--- src/rtl/filter_sequencer.sv ---
// filter_sequencer: debounces four active-low pushbuttons into a target filter
// selection, then applies that target to the pipeline only at a frame boundary.
// The pipeline is flushed and drained first, then reconfigured with a
// valid/ack handshake, so no frame is ever processed with two filters.
//
// Ports:
//   clk, rst_n    system clock, asynchronous active-low reset
//   key[3:0]      raw pushbuttons, active-low, asynchronous to clk
//   frame_start   one-cycle pulse at the first pixel of each frame
//   pipe_idle     pipeline holds no in-flight pixels
//   cfg_ack       pipeline has latched the new configuration
//   filter_type   active filter code
//   bypass        active bypass flag
//   flush         asks the pipeline to stop accepting pixels and drain
//   cfg_valid     new filter_type/bypass presented, held until cfg_ack
//   busy          reconfiguration in progress
//   timeout_err   sticky, a drain ran out of time and the switch was forced
module filter_sequencer #(
  parameter int unsigned DEBOUNCE_CYCLES = 500000,
  parameter int unsigned DRAIN_TIMEOUT   = 4096,
  parameter int unsigned NUM_FILTERS     = 4
) (
  input  logic       clk,
  input  logic       rst_n,
  input  logic [3:0] key,
  input  logic       frame_start,
  input  logic       pipe_idle,
  input  logic       cfg_ack,
  output logic [1:0] filter_type,
  output logic       bypass,
  output logic       flush,
  output logic       cfg_valid,
  output logic       busy,
  output logic       timeout_err
);

  localparam int unsigned NUM_KEYS = 4;
  localparam int unsigned DB_W     = $clog2(DEBOUNCE_CYCLES + 1);
  localparam int unsigned DR_W     = (DRAIN_TIMEOUT > 1) ? $clog2(DRAIN_TIMEOUT) : 1;

  localparam logic [DB_W-1:0] DB_MAX  = DB_W'(DEBOUNCE_CYCLES);
  localparam logic [DB_W-1:0] DB_FIRE = DB_W'(DEBOUNCE_CYCLES - 1);
  localparam logic [DR_W-1:0] DR_LAST = DR_W'(DRAIN_TIMEOUT - 1);
  localparam logic [1:0]      F_LAST  = 2'(NUM_FILTERS - 1);

  typedef enum logic [1:0] {
    S_IDLE,
    S_DRAIN,
    S_SWITCH,
    S_ACK
  } state_t;

  logic [NUM_KEYS-1:0] key_meta;
  logic [NUM_KEYS-1:0] key_sync;
  logic [NUM_KEYS-1:0] pressed;
  logic [NUM_KEYS-1:0] press_evt;
  logic [DB_W-1:0]     db_cnt [NUM_KEYS];

  logic [1:0] tgt_filter, tgt_filter_d;
  logic       tgt_bypass, tgt_bypass_d;
  logic [1:0] pend_filter, pend_filter_d;
  logic       pend_bypass, pend_bypass_d;

  state_t          state, state_d;
  logic [DR_W-1:0] drain_cnt, drain_cnt_d;
  logic [1:0]      filter_type_d;
  logic            bypass_d, flush_d, cfg_valid_d, busy_d, timeout_err_d;

  // Two-flop synchronizer; resets to the released level
  always_ff @(posedge clk or negedge rst_n) begin
    if (!rst_n) begin
      key_meta <= '1;
      key_sync <= '1;
    end else begin
      key_meta <= key;
      key_sync <= key_meta;
    end
  end

  assign pressed = ~key_sync;

  // Event fires on the edge where the counter steps onto DEBOUNCE_CYCLES;
  // saturation then blocks repeats until release clears the counter.
  always_comb begin
    for (int i = 0; i < NUM_KEYS; i++) begin
      press_evt[i] = pressed[i] && (db_cnt[i] == DB_FIRE);
    end
  end

  // Per-key debounce counters
  always_ff @(posedge clk or negedge rst_n) begin
    if (!rst_n) begin
      for (int i = 0; i < NUM_KEYS; i++) begin
        db_cnt[i] <= '0;
      end
    end else begin
      for (int i = 0; i < NUM_KEYS; i++) begin
        if (!pressed[i]) begin
          db_cnt[i] <= '0;
        end else if (db_cnt[i] != DB_MAX) begin
          db_cnt[i] <= db_cnt[i] + DB_W'(1);
        end
      end
    end
  end

  // Target update; only the highest-priority event of a cycle is honoured
  always_comb begin
    tgt_filter_d = tgt_filter;
    tgt_bypass_d = tgt_bypass;
    if (press_evt[3]) begin
      tgt_filter_d = 2'd0;
      tgt_bypass_d = 1'b0;
    end else if (press_evt[2]) begin
      tgt_bypass_d = ~tgt_bypass;
    end else if (press_evt[0]) begin
      tgt_filter_d = (tgt_filter == F_LAST) ? 2'd0 : tgt_filter + 2'd1;
    end else if (press_evt[1]) begin
      tgt_filter_d = (tgt_filter == 2'd0) ? F_LAST : tgt_filter - 2'd1;
    end
  end

  // Sequencer next state and registered outputs. The target is captured at
  // frame_start so presses during a transaction wait for the next frame.
  always_comb begin
    state_d       = state;
    drain_cnt_d   = drain_cnt;
    pend_filter_d = pend_filter;
    pend_bypass_d = pend_bypass;
    filter_type_d = filter_type;
    bypass_d      = bypass;
    flush_d       = flush;
    cfg_valid_d   = cfg_valid;
    busy_d        = busy;
    timeout_err_d = timeout_err;

    unique case (state)
      S_IDLE: begin
        if (frame_start && ((tgt_filter != filter_type) || (tgt_bypass != bypass))) begin
          state_d       = S_DRAIN;
          drain_cnt_d   = '0;
          pend_filter_d = tgt_filter;
          pend_bypass_d = tgt_bypass;
          flush_d       = 1'b1;
          busy_d        = 1'b1;
        end
      end
      S_DRAIN: begin
        if (pipe_idle || (drain_cnt == DR_LAST)) begin
          state_d       = S_SWITCH;
          filter_type_d = pend_filter;
          bypass_d      = pend_bypass;
          cfg_valid_d   = 1'b1;
          if (!pipe_idle) begin
            timeout_err_d = 1'b1;
          end
        end else begin
          drain_cnt_d = drain_cnt + DR_W'(1);
        end
      end
      S_SWITCH: begin
        if (cfg_ack) begin
          state_d     = S_ACK;
          cfg_valid_d = 1'b0;
          flush_d     = 1'b0;
        end
      end
      S_ACK: begin
        state_d = S_IDLE;
        busy_d  = 1'b0;
      end
      default: begin
        state_d     = S_IDLE;
        flush_d     = 1'b0;
        cfg_valid_d = 1'b0;
        busy_d      = 1'b0;
      end
    endcase
  end

  // State, target and output registers
  always_ff @(posedge clk or negedge rst_n) begin
    if (!rst_n) begin
      state       <= S_IDLE;
      drain_cnt   <= '0;
      tgt_filter  <= 2'd0;
      tgt_bypass  <= 1'b0;
      pend_filter <= 2'd0;
      pend_bypass <= 1'b0;
      filter_type <= 2'd0;
      bypass      <= 1'b0;
      flush       <= 1'b0;
      cfg_valid   <= 1'b0;
      busy        <= 1'b0;
      timeout_err <= 1'b0;
    end else begin
      state       <= state_d;
      drain_cnt   <= drain_cnt_d;
      tgt_filter  <= tgt_filter_d;
      tgt_bypass  <= tgt_bypass_d;
      pend_filter <= pend_filter_d;
      pend_bypass <= pend_bypass_d;
      filter_type <= filter_type_d;
      bypass      <= bypass_d;
      flush       <= flush_d;
      cfg_valid   <= cfg_valid_d;
      busy        <= busy_d;
      timeout_err <= timeout_err_d;
    end
  end

endmodule

--- config.mk ---
export PLATFORM = sky130hd
export DESIGN_NAME = filter_sequencer
export DESIGN_NICKNAME = d
export VERILOG_FILES = /design/src/rtl/filter_sequencer.sv
export SDC_FILE = /design/constraint.sdc
export NUM_CORES = 1
export LEC_CHECK = 0
export CORE_ASPECT_RATIO = 0.6
export CORE_MARGIN = 10
export CORE_UTILIZATION = 62
export CTS_CLUSTER_DIAMETER = 60
export DETAILED_ROUTE_END_ITERATION = 12
export GPL_TIMING_DRIVEN = 0
export PLACE_DENSITY = 0.85
export SLEW_MARGIN = 20
export SYNTH_ARGS = -nofsm -noshare
export SYNTH_HDL_FRONTEND = slang
export SYNTH_SLANG_ARGS = --single-unit
--- constraint.sdc ---
create_clock -name clk -period 2.2 [get_ports clk]
set_input_delay 0.55 -clock clk [delete_from_list [all_inputs] [get_ports clk]]
set_output_delay 0.55 -clock clk [all_outputs]
set_load 0.03 [all_outputs]
==> flow_metrics.env, run 1 <==
export IMPL_status="completed"
export IMPL_post_route_drc_count=0
export IMPL_num_fill_cells=609
export IMPL_ys_warn_count=0
export IMPL_cap_viol_max_count=0
export IMPL_critPathLaunchType="register"
export IMPL_hold_violations=0
export IMPL_cp_cell_sequence="or4b_4 > nor4_4 > buf_4 > a22oi_2 > a2111o_1 > a21oi_2"
export IMPL_setup_viol=0
export IMPL_overflow=0
export IMPL_synth_common_cells="dfrtp_1, nor2_1, nand2_1, xnor2_1, nand3_1"
export IMPL_power_total_uw=4580
export IMPL_cp_depth=6
export IMPL_synthTopCellsByArea="dfrtp_1, nor2_1, xnor2_1"
export IMPL_numCtsBuffers=9
export IMPL_place_gp_congestion=0.844
export IMPL_max_freq_mhz=462
export IMPL_clock_latency_ns=0.35
export IMPL_fin_crit_sh_pct=98.3
export IMPL_die_area_um2=13500
export IMPL_die_h_um=94.1
export IMPL_yosysTopAreaCellShare_pct=45.4
export IMPL_netlist_area_um2=5680
export IMPL_core_um2=8720
export IMPL_grt_first_pass_wirelength_mm=20.5
export IMPL_rows=26
export IMPL_die_x_um=144
export IMPL_regToRegSetupSlack_ns=0.04
export IMPL_cp_arrival_ns=2.43
export IMPL_final_setup_tns_ns=0
export IMPL_grt_total_usage_pct=18.5
export IMPL_route_final_wire_length_mm=12.4
export IMPL_antenna_cells=0
export IMPL_antenna_found_initial=0
export IMPL_min_path_type="in2async"
export IMPL_critical_path_max_stage_delay_ns=0.56
export IMPL_async_reset_ff_share_pct=100
export IMPL_dr_pass1_iters=7
export IMPL_clock_sinks=111
export IMPL_cp_top_family="simple AND/OR/NAND/NOR gates"
export IMPL_initial_core_util_pct=65.1
export IMPL_startpoint="db_cnt[48]"
export IMPL_ant_nets=0
export IMPL_hold_buffers=0
export IMPL_cts_tree="yes"
export IMPL_yosysTopAreaCell="dfrtp_1"
export IMPL_hpwlAfterDp_mm=8.26
export IMPL_p_leak_uw=0.00270
export IMPL_path_buf_inv=1
export IMPL_nNetsFinal=644
export IMPL_syn_area_per_cell_um2=9.76
export IMPL_io_pins=16
export IMPL_vias_per_cell=6.13
export IMPL_ir_drop_mv=0.482
export IMPL_area_growth_pct=13.4
export IMPL_cp_max_fo=4
export IMPL_period_minus_slack_ns=2.16
export IMPL_synth_edf_count=0
export IMPL_power_density_nw_per_um2=712
export IMPL_port_buffers=15
export IMPL_synth_most_common_cell="dfrtp_1"
export IMPL_synth_seq_cells=111
export IMPL_r2r_end="tgt_filter[0]"
export IMPL_r2r_start="db_cnt[48]"
export IMPL_syn_nets=607
export IMPL_synth_yosys_seq_area_share_pct=49.1
export IMPL_synth_flop_cell="dfrtp_1"
export IMPL_route_vias_total=4513
export IMPL_required_ns=2.47
export IMPL_clk_pin_slew_ns=0.07
export IMPL_grt_max_degree=74
export IMPL_end_kind="register"
export IMPL_cp_slowest_cell="or4b_4"
export IMPL_setup_worst_path_end="tgt_filter[0]"
export IMPL_skew_ns=0.00835
export IMPL_slew_violations=0
export IMPL_cts_htree_levels=3
export IMPL_worst_pin_slew_ns=0.662
export IMPL_synthCells=582
export IMPL_grt_pass1_vias=4362
export IMPL_slew_headroom_pct=55.5
export IMPL_worstSetupPathType="reg2reg"
export IMPL_first_iter_violations=381
export IMPL_ff2ff_path_depth=6
export IMPL_root_buffer="clkbuf_16"
export IMPL_clock_path_buffers=2
export IMPL_synth_distinct_cells=57
export IMPL_post_drt_wl_per_cell_um=16.8
export IMPL_layout_drive_gt1_share_pct=9.46
## report_power, final
part	total (µW)	switching [µW]	internal, µW
clock	1640	724	920
combinational	728	458	270
sequential	2210	83.0	2130
## placed cells by master, fill, tap and decap left out, types with 6 or more instances in the layout
cell,synthesis,routed
inv_1,27,27
buf_4,0,11
a21oi_1,24,23
nand3_1,32,31
o21ai_0,20,20
a31oi_1,6,6
dfrtp_1,103,102
nand4_1,17,17
nand2_1,40,40
xor2_1,26,26
or3_1,11,11
clkbuf_16,0,9
nor4_1,6,6
and3_1,14,14
nor3_1,14,13
and2_1,6,6
dfstp_2,8,8
clkdlybuf4s50_1,0,14
nor2_1,87,87
xnor2_1,36,36
and4_1,8,6
clkbuf_1,9,9
ha_1,16,15
## per-stage QoR
step | utilization (%) | hold WS [ns] | worst slack (ns) | cells | instance area, µm²
floorplan | - | 0.254 | 0.209 | 582 | 5680
detailed placement | 68.8 | 0.348 | -0.358 | 710 | 6000
global placement | 68.5 | 0.346 | -3.57 | 709 | 5970
finish | 73.9 | 0.0959 | 0.0363 | 736 | 6440
CTS | 72.6 | 0.105 | 0.0376 | 729 | 6330
global route | 73.9 | 0.114 | -0.0208 | 736 | 6440
## cell type report
type                            instances  area (µm²)  share of cell area, %
Sequential cell                       111        2790                   43.3
Buffer                                 13        53.8                  0.835
Tap cell                              112         140                   2.18
Timing Repair Buffer                   27         262                   4.06
Clock buffer                           12         246                   3.83
Multi-Input combinational cell        430        2800                   43.4
Inverter                               27         101                   1.57
Clock inverter                          4        52.6                  0.816
## routing by layer
layer | vias up | part of all wire (%) | track usage (%) | wire, µm
met5 | - | 0 | 0 | 0
met4 | 0 | 2.0 | 5.84 | 243
met3 | 32 | 4.7 | 3.69 | 586
met2 | 138 | 47 | 30.1 | 5800
met1 | 2241 | 46 | 24.5 | 5720
li1 | 2102 | - | - | -
## registers in the layout, indices dropped and copies added (netlist names), 2 cells and up
register,flops
db_cnt,76
drain_cnt,12
key_meta,4
key_sync,4
filter_type,2
pend_filter,2
state,2
tgt_filter,2
## how the worst min path moves through the flow
stage                   to
4_1_cts         db_cnt[71]
3_3_place_gp   key_sync[3]
6_report        db_cnt[71]
3_5_place_dp   key_sync[3]
2_1_floorplan         busy
5_1_grt         db_cnt[71]
## kinds of logic (layout without fill, tap and decap cells)
kind of cell / after synthesis / in the layout / share of synthesized area (%)
AOI/OAI and AO/OA: 72 / 72 / 7.82
xor gates and xnor gates: 62 / 62 / 9.56
adders and majority gates: 16 / 16 / 3.52
buffers and inverters: 41 / 83 / 2.73
DFF: 111 / 111 / 49.1
muxes: 12 / 12 / 2.27
and+or+nand+nor: 268 / 268 / 25.0
## repair_timing
action,in CTS,in global routing
resized for setup,3,11
setup endpoints to repair,17,14
buffers inserted,3,8
pin swaps,1,2
Power figures use the tool's default switching activity.
==> run 2, diff against run 1 <==
CORE_UTILIZATION = 56   (was 62)
PLACE_DENSITY = not set   (was 0.85)
PLACE_DENSITY_LB_ADDON = 0.15   (was not set)
clock period = 1.97 ns   (was 2.2 ns; I/O delays follow)
==> run 2 against run 1 <==
Total power increased by 13%. First-iteration DRC count is 25% lower. Count of clock-buffer cells in the layout unchanged. Largest power group unchanged. Final cell count grew 3.3%. Register-to-register slack worse by 0.02 ns. Sequential power increased by 11%. Fmax grew 11%. Critical path depth up 1.
==> flow_metrics.env, run 2 (synthesis gave the netlist of run 1 again) <==
export IMPL_area_growth_pct=16.2
export IMPL_route_vias_total=4299
export IMPL_path_buf_inv=1
export IMPL_ir_drop_mv=0.545
export IMPL_antenna_found_initial=0
export IMPL_initial_core_util_pct=57.5
export IMPL_port_buffers=15
export IMPL_r2r_start="db_cnt[1]"
export IMPL_final_cell_mix="dfrtp_1, nor2_1, nand2_1, xnor2_1, nand3_1"
export IMPL_clk_pin_slew_ns=0.07
export IMPL_max_freq_mhz=511
export IMPL_end_kind="register"
export IMPL_regToRegSetupSlack_ns=0.01
export IMPL_layout_drive_gt1_share_pct=13.1
export IMPL_critical_path_max_stage_delay_ns=0.47
export IMPL_setup_slack_ns=0.0145
export IMPL_internal_power_uw=3760
export IMPL_slew_headroom_pct=63.8
export IMPL_io_pins=16
export IMPL_cts_tree="yes"
export IMPL_cp_max_fo=6
export IMPL_slew_violations=0
export IMPL_regMostFlops="db_cnt"
export IMPL_hold_violations=0
export IMPL_die_area_um2=14700
export IMPL_clock_sinks=111
export IMPL_overflow=0
export IMPL_die_x_um=150
export IMPL_required_ns=2.18
export IMPL_rsz0062_at_grt="true"
export IMPL_hpwlAfterDp_mm=7.79
export IMPL_post_drt_wl_per_cell_um=15.0
export IMPL_timing_hold_ws_ns=0.0487
export IMPL_largest_register_ffs=76
export IMPL_place_gp_congestion=0.849
export IMPL_antenna_cells=0
export IMPL_root_buffer="clkbuf_16"
export IMPL_vias_per_cell=5.66
export IMPL_cap_viol_max_count=0
export IMPL_pwr_share_comb_pct=17.0
export IMPL_final_common_cell="dfrtp_1"
export IMPL_switchingPower_uw=1420
export IMPL_cts_htree_levels=3
export IMPL_hold_buffers=0
export IMPL_power_density_nw_per_um2=784
export IMPL_grt_pass1_vias=4084
export IMPL_cp_slowest_cell="or4_4"
export IMPL_clkPwrFrac_pct=35.4
export IMPL_numCtsBuffers=9
export IMPL_cp_top_family="simple AND/OR/NAND/NOR gates"
export IMPL_ff2ff_path_depth=7
export IMPL_nNetsFinal=645
export IMPL_skew_ns=0.00834
export IMPL_grt_first_pass_wirelength_mm=19.7
export IMPL_clock_path_buffers=2
export IMPL_fin_crit_sh_pct=99.3
export IMPL_route_final_wire_length_mm=11.4
export IMPL_status="completed"
export IMPL_dr_pass1_iters=5
export IMPL_critPathLaunchType="register"
export IMPL_worst_pin_slew_ns=0.540
export IMPL_period_minus_slack_ns=1.96
export IMPL_cp_cell_sequence="inv_1 > ha_4 > nand2_2 > or4_1 > or4_4 > xnor2_2 > nor2_1"
export IMPL_grt_max_degree=73
export IMPL_top_regs="db_cnt: 76 flops, drain_cnt: 12 flops"
export IMPL_core_um2=9880
export IMPL_rows=28
export IMPL_r2r_end="db_cnt[0]"
export IMPL_min_path_type="in2async"
export IMPL_die_h_um=98.0
export IMPL_clock_latency_ns=0.34
export IMPL_seq_power_share_pct=47.6
export IMPL_worstSetupPathType="reg2reg"
export IMPL_ant_nets=0
export IMPL_first_iter_violations=285
export IMPL_swShare_pct=27.4
export IMPL_p_leak_uw=0.00277
export IMPL_cp_arrival_ns=2.17
export IMPL_grt_total_usage_pct=16.0
export IMPL_dp_slack_ns=-0.351
export IMPL_setup_viol=0
export IMPL_post_route_drc_count=0
-- run 2: cell type report --
| type | count | area, µm² |
|---|---|---|
| fillers | 796 | 3280 |
| multi-input cells | 430 | 2900 |
| flip-flops and latches | 111 | 2790 |
| repair buffers | 28 | 278 |
| clock buffers | 12 | 246 |
| well taps | 135 | 169 |
| inverters | 27 | 101 |
| plain buffers | 13 | 61.3 |
| clock inverters | 4 | 52.6 |
-- run 2: worst max path at each step --
stage | start | cells after the start | slack (ns) | endpoint
finish | db_cnt[1] | 7 | 0.01 | db_cnt[0]
global route | db_cnt[0] | 7 | -0.08 | db_cnt[1]
CTS | db_cnt[49] | 6 | -0.0002 | tgt_filter[0]
detailed placement | pipe_idle | 6 | -0.35 | drain_cnt[3]
global placement | rst_n | 1 | -3.85 | drain_cnt[5]
floorplan | db_cnt[47] | 5 | 0.02 | tgt_filter[1]
-- run 2: power by group through the flow --
stage                     sequential, µW  clock [µW]  combinational (µW)
after global placement              2500           0                 743
after global routing                2480        1960                 971
after CTS                           2450        1870                 808
final                               2460        1830                 879
after detailed placement            2510           0                 772
after floorplan                     2530           0                 472
-- run 2: what timing repair did --
item,4_1_cts,5_1_grt
resized for setup,10,35
endpoints found under the setup margin,25,36
setup buffers,9,3
pin swaps,7,4
-- run 2: per-layer routing --
layer  global-route usage, %  vias to the layer above  share of wire (%)
met2                    23.7                       82                 45
met3                    3.73                       10                4.7
li1                        -                     2112                  -
met4                    4.99                        0               0.94
met1                    22.7                     2095                 49
met5                       0                        -                  0
-- run 2: metrics by stage --
stage	utilization (%)	total power [µW]	cell area (µm²)	TNS [ns]	std cells
global route	66.8	5410	6600	-0.179	760
detailed placement	61.1	3280	6030	-4.29	733
CTS	65.1	5130	6440	-0.000246	757
floorplan	-	3010	5690	0	582
finish	66.8	5170	6600	0	760
global placement	60.8	3240	6010	-419.15	732
